[src/rtl/multicycle_ctrl.sv]
// Main control unit for the multicycle MIPS core.
// A Moore FSM sequences fetch/decode/execute/memory/writeback. It decodes
// op/funct into datapath selects and write enables, and it counts retired
// instructions.
module multicycle_ctrl #(
  parameter int CNT_W = 32
) (
  input  logic             clk,
  input  logic             reset,      // asynchronous, active-low
  input  logic [5:0]       op,
  input  logic [5:0]       funct,
  input  logic             zero,
  output logic             pcen,
  output logic             irwrite,
  output logic             memwrite,
  output logic             regwrite,
  output logic             iord,
  output logic             memtoreg,
  output logic             regdst,
  output logic             alusrca,
  output logic [1:0]       alusrcb,
  output logic [1:0]       pcsrc,
  output logic [2:0]       alucontrol,
  output logic [3:0]       state,
  output logic             illegal,
  output logic [CNT_W-1:0] retired
);

  localparam logic [5:0] OP_RTYPE = 6'b000000;
  localparam logic [5:0] OP_LW    = 6'b100011;
  localparam logic [5:0] OP_SW    = 6'b101011;
  localparam logic [5:0] OP_BEQ   = 6'b000100;
  localparam logic [5:0] OP_ADDI  = 6'b001000;
  localparam logic [5:0] OP_J     = 6'b000010;

  typedef enum logic [3:0] {
    FETCH   = 4'd0,
    DECODE  = 4'd1,
    MEMADR  = 4'd2,
    MEMRD   = 4'd3,
    MEMWB   = 4'd4,
    MEMWR   = 4'd5,
    EXECUTE = 4'd6,
    ALUWB   = 4'd7,
    BRANCH  = 4'd8,
    ADDIEX  = 4'd9,
    ADDIWB  = 4'd10,
    JUMP    = 4'd11
  } state_e;

  state_e           state_q, state_d;
  logic [CNT_W-1:0] retired_q, retired_d;

  logic       pcwrite_s, branch_s, irwrite_s, memwrite_s, regwrite_s;
  logic [1:0] aluop_s;
  logic       retire_s;
  logic       op_legal_s;

  // Ops that DECODE knows how to dispatch; anything else is illegal.
  always_comb begin
    case (op)
      OP_RTYPE, OP_LW, OP_SW, OP_BEQ, OP_ADDI, OP_J: op_legal_s = 1'b1;
      default:                                       op_legal_s = 1'b0;
    endcase
  end

  // State register; reset parks the FSM in FETCH.
  always_ff @(posedge clk or negedge reset) begin
    if (!reset) begin
      state_q <= FETCH;
    end else begin
      state_q <= state_d;
    end
  end

  // Next-state logic; op is only looked at in DECODE and MEMADR.
  always_comb begin
    state_d = FETCH;
    case (state_q)
      FETCH:   state_d = DECODE;
      DECODE: begin
        case (op)
          OP_LW, OP_SW: state_d = MEMADR;
          OP_RTYPE:     state_d = EXECUTE;
          OP_BEQ:       state_d = BRANCH;
          OP_ADDI:      state_d = ADDIEX;
          OP_J:         state_d = JUMP;
          default:      state_d = FETCH;
        endcase
      end
      MEMADR: begin
        // An op that is neither lw nor sw here means a corrupted IR; drop it.
        if (op == OP_LW) begin
          state_d = MEMRD;
        end else if (op == OP_SW) begin
          state_d = MEMWR;
        end else begin
          state_d = FETCH;
        end
      end
      MEMRD:   state_d = MEMWB;
      EXECUTE: state_d = ALUWB;
      ADDIEX:  state_d = ADDIWB;
      MEMWB, MEMWR, ALUWB, BRANCH, ADDIWB, JUMP: state_d = FETCH;
      default: state_d = FETCH;
    endcase
  end

  // Moore output decode; every control defaults to 0.
  always_comb begin
    pcwrite_s  = 1'b0;
    branch_s   = 1'b0;
    irwrite_s  = 1'b0;
    memwrite_s = 1'b0;
    regwrite_s = 1'b0;
    iord       = 1'b0;
    memtoreg   = 1'b0;
    regdst     = 1'b0;
    alusrca    = 1'b0;
    alusrcb    = 2'b00;
    pcsrc      = 2'b00;
    aluop_s    = 2'b00;
    retire_s   = 1'b0;
    case (state_q)
      FETCH: begin
        irwrite_s = 1'b1;
        pcwrite_s = 1'b1;
        alusrcb   = 2'b01;
      end
      DECODE:  alusrcb = 2'b11;
      MEMADR: begin
        alusrca = 1'b1;
        alusrcb = 2'b10;
      end
      MEMRD:   iord = 1'b1;
      MEMWB: begin
        memtoreg   = 1'b1;
        regwrite_s = 1'b1;
        retire_s   = 1'b1;
      end
      MEMWR: begin
        iord       = 1'b1;
        memwrite_s = 1'b1;
        retire_s   = 1'b1;
      end
      EXECUTE: begin
        alusrca = 1'b1;
        aluop_s = 2'b10;
      end
      ALUWB: begin
        regdst     = 1'b1;
        regwrite_s = 1'b1;
        retire_s   = 1'b1;
      end
      BRANCH: begin
        alusrca  = 1'b1;
        aluop_s  = 2'b01;
        pcsrc    = 2'b01;
        branch_s = 1'b1;
        retire_s = 1'b1;
      end
      ADDIEX: begin
        alusrca = 1'b1;
        alusrcb = 2'b10;
      end
      ADDIWB: begin
        regwrite_s = 1'b1;
        retire_s   = 1'b1;
      end
      JUMP: begin
        pcsrc     = 2'b10;
        pcwrite_s = 1'b1;
        retire_s  = 1'b1;
      end
      default: begin
        alusrcb = 2'b01;
      end
    endcase
  end

  // ALU decode from aluop, with funct selecting the R-type operation.
  always_comb begin
    alucontrol = 3'b010;
    case (aluop_s)
      2'b00: alucontrol = 3'b010;
      2'b01: alucontrol = 3'b110;
      2'b10: begin
        case (funct)
          6'b100000: alucontrol = 3'b010;
          6'b100010: alucontrol = 3'b110;
          6'b100100: alucontrol = 3'b000;
          6'b100101: alucontrol = 3'b001;
          6'b101010: alucontrol = 3'b111;
          default:   alucontrol = 3'b010;
        endcase
      end
      default: alucontrol = 3'b010;
    endcase
  end

  // Retired counter advances when a final step hands back to FETCH.
  always_comb begin
    if (retire_s) begin
      retired_d = retired_q + CNT_W'(1);
    end else begin
      retired_d = retired_q;
    end
  end

  // Retired counter register.
  always_ff @(posedge clk or negedge reset) begin
    if (!reset) begin
      retired_q <= '0;
    end else begin
      retired_q <= retired_d;
    end
  end

  // Write enables are held off while reset is low, even though FETCH
  // would otherwise drive irwrite/pcwrite.
  assign pcen     = reset & (pcwrite_s | (branch_s & zero));
  assign irwrite  = reset & irwrite_s;
  assign memwrite = reset & memwrite_s;
  assign regwrite = reset & regwrite_s;
  assign illegal  = (state_q == DECODE) & ~op_legal_s;
  assign state    = state_q;
  assign retired  = retired_q;

endmodule

[config.mk]
export PLATFORM = sky130hd
export DESIGN_NAME = multicycle_ctrl
export DESIGN_NICKNAME = d
export VERILOG_FILES = /design/src/rtl/multicycle_ctrl.sv
export SDC_FILE = /design/constraint.sdc
export NUM_CORES = 1
export LEC_CHECK = 0
export CORE_MARGIN = 2
export CORE_UTILIZATION = 50
export CTS_CLUSTER_DIAMETER = 40
export DETAILED_ROUTE_END_ITERATION = 12
export GPL_TIMING_DRIVEN = 0
export PLACE_DENSITY_LB_ADDON = 0.2
export SYNTH_ARGS = -nofsm -noshare
export SYNTH_HDL_FRONTEND = slang
export SYNTH_SLANG_ARGS = --single-unit
[constraint.sdc]
create_clock -name clk -period 5.56 [get_ports clk]
set_input_delay 1.112 -clock clk [delete_from_list [all_inputs] [get_ports clk]]
set_output_delay 1.112 -clock clk [all_outputs]
set_load 0.03 [all_outputs]
==> metrics.md <==
| Metric | Value |
|---|---|
| Syn Inst Count | around 230 |
| Most frequent cells in the layout | clkdlybuf4s50_1, dfrtp_1, nand2_1 |
| Hold path cells | 1 |
| Syn_nets | approximately 240 |
| FP Rows | 23 |
| Setup Total Neg Slack | 0 ns |
| F_max | between 200 and 250 MHz |
| Hold crit path type | flop to flop |
| Die width | 69.8 um |
| Number of diodes | 0 |
| Worst stage delay on the critical path | 0.60 ns |
| Ys Warns | 0 |
| Final HPWL DP | 3590 um |
| Clock-pin slew on the worst setup and hold paths | about 0.070 ns |
| Flop pwr share | 37.9% |
| Startpoint type of the worst setup path | input pin |
| Drc violations | 0 |
| Internal Power | 508 uW |
| Max FO, Critical Path | 2 |
| First-pass iteration count of the detailed router | 4 |
| Share of layout cells above drive strength 1 | under 10% |
| Clock Latency Late Sink | 0.28 ns |
| CP arrival | 3.00 ns |
| Final Total Pwr | 817 uW |
| Multi-input gate area | 1190 um^2 |
| Vias | 1,969 |
| Final Cycle Share | 73.9% |
| Leak | around 1.2 nW |
| Largest net degree at the start of global routing | 41 |
| Maximum clock insertion buffer count | 2 |
| Post-synth ARST share | 100% |
| Full die area | roughly 4900 um^2 |
| Pwr dens | approximately 280 nW/um^2 |
| IO Count | 67 |
| Reg-to-reg endpoint | retired[18] |
| Cts hold-fix bufs | 0 |
| WL/cell | between 10 and 15 um |
| Switch share | between 30% and 40% |
| Port Buffers | 65 |
| Sequential share of the synthesized area | 41.6% |
| Sink Count | 36 |
| Total CTS buffers | 5 |
| GPL Wtd Cong | 0.846 |
| Final Max Slew Viols | 0 |
| Fillers | 317 |
| Post-CTS setup buffers | 0 |
| Worst R2R Setup Slack | 3.41 ns |
| Max_cap viols | 0 |
| Fin area | 2970 um^2 |
| Hold path endpoint | retired[31] |
| Initial antenna violation count | 0 |
| GRT overflow | 0 |
| Clk pwr share | 23.1% |
| Crit path max-delay family | buffers and inverters |
| Synth Area per Inst | 9.63 um^2 |
| RSZ-0062 raised after global routing | no |
| First-pass GRT wire length | ~8100 um |
| Starting Density | 53.0% |
| Count of cell types in the netlist | 46 |
| Slowest CP cell | clkdlybuf4s50_1 |
| Logic pwr share | 39.0% |
| Overall global routing resource usage | 20.2% |
| Placed insts | 340 |
| Critical Path RT | around 4.5 ns |
| Ys flop type | dfrtp_1 |
| Die Ht | 69.8 um |
| Final core utilization | 72.6% |
| Worst-margin pin slew | 0.824 ns |
| Worst R2R Path Depth | 6 |
| Final setup fails | 0 |
| Setup Skew | approximately 0.0057 ns |
| Vias in the first global route | 1,792 |
| Register bit total from synthesis | 36 |
| Final non-filler cell total | between 300 and 400 |
| Outcome | finished clean |
| Dpl cell area | 2880 um^2 |
| Minimum clock period | between 4 and 5 ns |
| Core ar. | 4090 um^2 |
| TritonCTS clock tree | built |
| VDD IR max | 0.363 mV |
| Root Driver | clkbuf_8 |
| WS Path Type | input pin to output pin |
| Drt via density | 5.66 |
| Final antenna-violating net count | 0 |
| Worst slew margin | 45.1% |
| Area occupied by registers | 901 um^2 |
| CP dominant cell by count | clkdlybuf4s50_1 |
| Worst path bufs/invs | 2 |
| Crit-path cells | clkdlybuf4s50_1 > nor3b_1 > a21boi_0 > or3b_2 > clkdlybuf4s50_1 |
| Layout area overhead | 37.0% |
| Commonest non-fill, non-tap cell in the layout | clkdlybuf4s50_1 |
| DP Worst Slack | 1.44 ns |
| Netlist Area Pre-Place | between 2000 and 2500 um^2 |
| Switching power total | a little over 300 uW |
| R2r startpoint | state[3] |
| Cts repair resizes | 0 |
| Initial DRC Count | roughly 110 |
| Layout Nets | between 300 and 400 |
| Setup WS post-layout | 1.45 ns |
| Hold slack | 0.473 ns |
| Hold Crit Start | retired[31] |
| # H-tree levels | 2 |
| Final Hold Violating Endpoints | 0 |
| Critical path capture point type | output pin |
| Post-synth EDFFs | 0 |
| Final WL | 4920 um |
worst register-to-register path: stages, from the launching register on:
cell      delay (ns)
dfrtp_1         0.41
clkbuf_1        0.22
nand2b_1        0.26
o22ai_1         0.50
buf_2           0.33
nand4_1         0.15
xnor2_1         0.16
synthesized netlist by cell type (all sizes together) (2+ instances only):
master,instances,area share (%)
a31oi,2,0.58
nor3,8,1.8
clkbuf,5,0.87
nor3b,2,0.69
buf,6,1.9
a211oi,2,0.69
a2111oi,2,0.81
xor2,17,6.9
ha,3,1.7
and2,2,0.58
nand2,18,3.1
xnor2,17,6.9
or2,2,0.69
nand4,17,4.9
or4,2,0.87
nor2,12,2.1
and4,2,0.87
and3,5,1.4
nand2b,5,1.4
a21oi,6,1.4
inv,5,0.87
nand3,13,3.5
dfrtp,36,42
nor4,13,6.1
o21ai,4,0.92
nor2b,6,1.7
routing by layer:
metal	share of wire [%]	wire length [um]	GRT usage, %	vias to the layer above
met4	1.1	53	7.91	0
met1	46	2270	27.3	927
li1	-	-	-	963
met3	6.6	324	5.09	5
met2	46	2270	31.0	74
met5	0	0	0	-
worst max-delay path by stage:
stage,cells after the start,startpoint,slack [ns],to
finish,5,funct[2],1.45,alucontrol[1]
global route,5,funct[2],1.27,alucontrol[1]
CTS,5,funct[2],1.43,alucontrol[1]
detailed placement,5,funct[2],1.44,alucontrol[1]
global placement,3,reset,0.61,memwrite
floorplan,4,state[1],1.96,alucontrol[0]
power groups by stage:
| stage | clock network (mW) | logic, mW | registers, mW |
|---|---|---|---|
| 6_report | 0.189 | 0.318 | 0.310 |
| 2_1_floorplan | 0 | 0.157 | 0.349 |
| 4_1_cts | 0.194 | 0.320 | 0.309 |
| 3_3_place_gp | 0 | 0.315 | 0.314 |
| 5_1_grt | 0.206 | 0.341 | 0.314 |
| 3_5_place_dp | 0 | 0.317 | 0.314 |
final cells by class:
class / count / area share [%]
Multi-Input combinational cell: 173 / 40.0
Sequential cell: 36 / 30.4
Timing Repair Buffer: 65 / 21.8
Clock buffer: 6 / 2.78
Tap cell: 50 / 2.11
Buffer: 11 / 2.02
Inverter: 5 / 0.632
Clock inverter: 2 / 0.337
cells by family after synthesis:
| logic type | share of synthesized area [%] |
|---|---|
| compound gates | 7.91 |
| xor+xnor | 13.7 |
| fa+ha+maj | 1.73 |
| buf+inv | 3.64 |
| flops | 41.6 |
| mux | 0.462 |
| simple gates | 30.9 |
sequential cells by signal (all words and copies together), names as in the netlist:
register  cells
state         4
retired      32
(Power assumes the default switching activity.)
